<file path="src/rtl/clk_div_sched.sv">
// clk_div_sched: CH-channel runtime-configurable clock divider whose reconfiguration lands on period boundaries; define CLK_DIV_SYNC_EN to add the sync_all phase-align input
module clk_div_sched #(
  parameter int CH = 4,
  parameter int CH_W = 2,
  parameter int CNT_W = 16,
  parameter int DEFAULT_DIV = 1000,
  parameter logic [CH-1:0] RESET_EN = '1
) (
  input  logic I_CLK,
  input  logic rst,
`ifdef CLK_DIV_SYNC_EN
  input  logic sync_all,
`endif
  input  logic cfg_valid,
  output logic cfg_ready,
  input  logic [CH_W-1:0] cfg_ch,
  input  logic [CNT_W-1:0] cfg_div,
  input  logic cfg_en,
  output logic cfg_done,
  output logic [CH-1:0] O_CLK,
  output logic [CH-1:0] O_TICK
);
  localparam int NSEL = 1 << CH_W;
  localparam logic [NSEL-1:0] CH_OK = {NSEL{1'b1}} >> (NSEL - CH);
  typedef enum logic [1:0] {IDLE, WAIT, DONE} state_t;
  state_t state;
  logic [CNT_W-1:0] cnt [CH];
  logic [CNT_W-1:0] div_act [CH];
  logic [CH-1:0] en_act, tc, apply;
  logic [CH_W-1:0] shd_ch;
  logic [CNT_W-1:0] shd_div;
  logic shd_en, sync;
`ifdef CLK_DIV_SYNC_EN
  assign sync = sync_all;
`else
  assign sync = 1'b0;
`endif
  assign cfg_ready = state == IDLE;
  // terminal count per channel and the cycle on which the pending request lands on its target
  always_comb begin
    tc = '0;
    apply = '0;
    for (int i = 0; i < CH; i++) begin
      tc[i] = en_act[i] && !sync && cnt[i] == div_act[i] - 1'b1;
      apply[i] = state == WAIT && shd_ch == CH_W'(i) && (!en_act[i] || (tc[i] && (shd_en || O_CLK[i])));
    end
  end
  // per-channel counters, divided clocks and tick strobes; a disable only lands on a falling toggle
  always_ff @(posedge I_CLK or negedge rst) begin
    if (!rst) begin
      for (int i = 0; i < CH; i++) begin
        cnt[i] <= '0;
        div_act[i] <= CNT_W'(DEFAULT_DIV);
      end
      en_act <= RESET_EN;
      O_CLK <= '0;
      O_TICK <= '0;
    end else begin
      O_TICK <= tc;
      for (int i = 0; i < CH; i++) begin
        cnt[i] <= (!en_act[i] || sync || tc[i]) ? '0 : cnt[i] + 1'b1;
        O_CLK[i] <= (!en_act[i] || sync) ? 1'b0 : O_CLK[i] ^ tc[i];
        if (apply[i]) begin
          div_act[i] <= shd_div;
          en_act[i] <= shd_en;
        end
      end
    end
  end
  // request FSM; cfg_done is registered out of the DONE state, a zero ratio counts as a disable
  always_ff @(posedge I_CLK or negedge rst) begin
    if (!rst) begin
      state <= IDLE;
      cfg_done <= 1'b0;
      shd_ch <= '0;
      shd_div <= '0;
      shd_en <= 1'b0;
    end else begin
      cfg_done <= state == DONE;
      case (state)
        IDLE: if (cfg_valid) begin
          shd_ch <= cfg_ch;
          shd_div <= cfg_div;
          shd_en <= cfg_en && cfg_div != '0;
          state <= CH_OK[cfg_ch] ? WAIT : DONE;
        end
        WAIT: if (|apply) state <= DONE;
        default: state <= IDLE;
      endcase
    end
  end
endmodule

</file>
<file path="config.mk">
export PLATFORM = sky130hd
export DESIGN_NAME = clk_div_sched
export DESIGN_NICKNAME = d
export VERILOG_FILES = /design/src/rtl/clk_div_sched.sv
export SDC_FILE = /design/constraint.sdc
export NUM_CORES = 1
export LEC_CHECK = 0
export CORE_MARGIN = 1.5
export CORE_UTILIZATION = 25
export CTS_CLUSTER_DIAMETER = 200
export CTS_CLUSTER_SIZE = 16
export DETAILED_ROUTE_END_ITERATION = 10
export PLACE_DENSITY_LB_ADDON = 0.1
export SKIP_CTS_REPAIR_TIMING = 1
export SLEW_MARGIN = 5
export SYNTH_ARGS = -nofsm -noshare
export SYNTH_HDL_FRONTEND = slang
export SYNTH_SLANG_ARGS = --single-unit
</file>
<file path="constraint.sdc">
create_clock -name I_CLK -period 3.8 [get_ports I_CLK]
set_input_delay 0.38 -clock I_CLK [delete_from_list [all_inputs] [get_ports I_CLK]]
set_output_delay 0.38 -clock I_CLK [all_outputs]
set_load 0.01 [all_outputs]
</file>
==> flow_metrics.env, run 1 <==
export IMPL_die_y_um=194
export IMPL_hold_violations=0
export IMPL_grt_pass1_vias=6694
export IMPL_die_w_um=194
export IMPL_tightest_slew_ns=1.02
export IMPL_skew_ns=0.00893
export IMPL_rows=69
export IMPL_finalCriticalPeriod_ns=3.46
export IMPL_maxCapViolCount=0
export IMPL_worst_setup_path_start_kind="flop"
export IMPL_rr_startpoint="div_act[32]$_DFFE_PN0P_"
export IMPL_synth_ff_type="dfrtp_1"
export IMPL_area_growth_pct=17.6
export IMPL_antenna_left=0
export IMPL_cts_clk_slew_worst_paths_ns=0.07
export IMPL_startpoint="div_act[32]$_DFFE_PN0P_"
export IMPL_vias=6577
export IMPL_synth_top_area_frac=0.366
export IMPL_syn_cell_area_um2=9160
export IMPL_gr_total_overflow=0
export IMPL_finalCritPeriodShare=0.909
export IMPL_drc=0
export IMPL_crit_type="flop to flop"
export IMPL_synthMuxAreaShare=0.108
export IMPL_cts_made_buffers=17
export IMPL_clock_fmax_ghz=0.289
export IMPL_yosys_area_share_xor_xnor=0.134
export IMPL_hp_class="flop to flop"
export IMPL_avgViaCountPerCell=4.70
export IMPL_place_ws_ns=0.275
export IMPL_grt_total_usage=0.135
export IMPL_slew_headroom=0.317
export IMPL_syn_nets=912
export IMPL_start_util=0.256
export IMPL_die_area_um2=37800
export IMPL_clock_latency_ns=0.44
export IMPL_holdCritStartpoint="state[0]$_DFFE_PN0P_"
export IMPL_stdcell_area_um2=10800
export IMPL_final_common_cell="dfrtp_1"
export IMPL_power_leakage_nw=4.42
export IMPL_rsz0062_at_grt="no"
export IMPL_synth_seq_cells=162
export IMPL_drive_gt1_frac=0.199
export IMPL_avgSynthCellArea_um2=10.4
export IMPL_synth_async_reset_ratio=1.00
export IMPL_n_fill_cell=3695
export IMPL_cts_tree="yes"
export IMPL_synth_edff_count=0
export IMPL_final_net_count=955
export IMPL_cts_root_buf="clkbuf_16"
export IMPL_cp_max_fo=10
export IMPL_cts_htree_levels=4
export IMPL_yosysTopAreaCell="dfrtp_1"
export IMPL_synth_adder_area_share=0.0120
export IMPL_drtPass1Iterations=4
export IMPL_post_drt_wl_per_cell_um=17.4
export IMPL_r2r_cells=11
export IMPL_fin_ws_ns=0.344
export IMPL_grt_pass1_wl_mm=39.5
export IMPL_coreArea_um2=35800
export IMPL_final_cell_mix="dfrtp_1, nor2_1, xnor2_1"
export IMPL_synth_top_family_by_area="simple AND/OR/NAND/NOR gates"
export IMPL_ys_seq_area_frac=0.446
export IMPL_gp_congestion=0.775
export IMPL_worstPathRequired_ns=4.12
export IMPL_io_buffers=31
export IMPL_whs_path_depth=1
export IMPL_grt_start_max_net_pins=66
export IMPL_dr_first_iter_drc_count=334
export IMPL_cts_sinks=162
export IMPL_synth_cells=882
export IMPL_final_setup_tns_ns=0
export IMPL_placed_cell_area_um2=10100
export IMPL_cp_end_kind="flop"
export IMPL_routed_wl_mm=24.3
export IMPL_slew_violations=0
export IMPL_diodes=0
export IMPL_setup_viol=0
export IMPL_clockBufferDepth=2
export IMPL_hold_ws_ns=0.484
export IMPL_arrival_ns=3.78
export IMPL_ir_drop_mv=0.354
export IMPL_synth_compound_area_share=0.0783
export IMPL_ys_types=70
export IMPL_synth_warning_count=0
export IMPL_antenna_found_initial=0
export IMPL_outcome="finished, final reports clean"
export IMPL_synthSimpleGateAreaFrac=0.195
export IMPL_synthTopCellsByArea="dfrtp_1, mux2_2, dfstp_2, xnor2_1, xor2_1"
export IMPL_io_pins=32
export IMPL_power_density_nw_per_um2=802
export IMPL_dp_hpwl_mm=17.6
## critical path, stage by stage (launching register included)
cell and delay (ns):
dfrtp_1 0.44, inv_1 0.08, ha_1 0.24, or4b_4 0.54
or4_1 0.51, a211oi_1 0.26, nor4_1 0.12, nand4b_1 0.22
and2_1 0.24, nor2_2 0.13, buf_4 0.20, mux2_2 0.35
## final cells by class
class                   instances  area, µm²  share of cell area
well taps                     461        577              0.0536
multi-input cells             661       4840               0.449
repair buffers                 59        549              0.0510
inverters                      24       90.1             0.00837
clock inverters                13        185              0.0172
clock buffers                  19        443              0.0411
flip-flops and latches        162       4090               0.380
## registers in the layout, summed over array words and instances (netlist names)
name / cells
cnt: 64
div_act: 64
shd_div: 16
O_CLK: 4
O_TICK: 4
en_act: 4
shd_ch: 2
state: 2
cfg_done: 1
shd_en: 1
## synth_stat cells (all sizes together) (7+ instances only)
master	count
or3	13
nand3b	8
nand4	11
o21ai	10
dfstp	28
nor3	20
nor2	105
nand2b	8
mux2	83
a21oi	8
and2	8
dfrtp	134
nand3	44
xnor2	82
xor2	58
clkbuf	28
nor4	22
and3	23
inv	24
nor2b	8
or4	12
buf	7
nand2	35
ha	8
## stage by stage
step,cells,utilization,total power [W]
2_1_floorplan,882,-,0.00561
3_3_place_gp,1365,0.282,0.00681
3_5_place_dp,1365,0.282,0.00680
4_1_cts,1397,0.300,0.00876
5_1_grt,1399,0.301,0.00933
6_report,1399,0.301,0.00863
## power breakdown
| group | total [W] | leakage (nW) | internal [W] | switching [W] |
|---|---|---|---|---|
| Combinational | 0.00327 | 2.09 | 0.00168 | 0.00159 |
| Sequential | 0.00348 | 2.03 | 0.00241 | 0.00107 |
| Clock | 0.00189 | 0.291 | 0.00112 | 0.000771 |
## metal layers
layer | global-route usage | up-vias | share of wire
met5 | 0 | - | 0
met4 | 0.0376 | 0 | 0.011
met3 | 0.0331 | 15 | 0.037
met2 | 0.201 | 74 | 0.44
met1 | 0.193 | 3255 | 0.51
li1 | - | 3233 | -
## kinds of logic (layout without fill, tap and decap cells)
family	count (synthesis)	in the layout
buf+inv	59	115
simple gates	340	340
flops	162	162
mux	86	86
compound gates	86	86
fa+ha+maj	9	9
xor+xnor	140	140
## worst paths after layout
kind	to	slack (ns)
min in group asynchronous	cnt[49]$_DFF_PN0_	0.51
max in group asynchronous	div_act[3]$_DFFE_PN1P_	2.46
min	cfg_done$_DFF_PN0_	0.48
min reg2reg	cfg_done$_DFF_PN0_	0.48
max reg2reg	div_act[46]$_DFFE_PN0P_	0.34
max	div_act[46]$_DFFE_PN0P_	0.34
Power figures use the tool's default switching activity.
==> inputs of run 2 (changes only) <==
- CTS_CLUSTER_SIZE: 16 -> not set
==> results of run 2 <==
Final layout, timing and power as in run 1 (identical DEF).
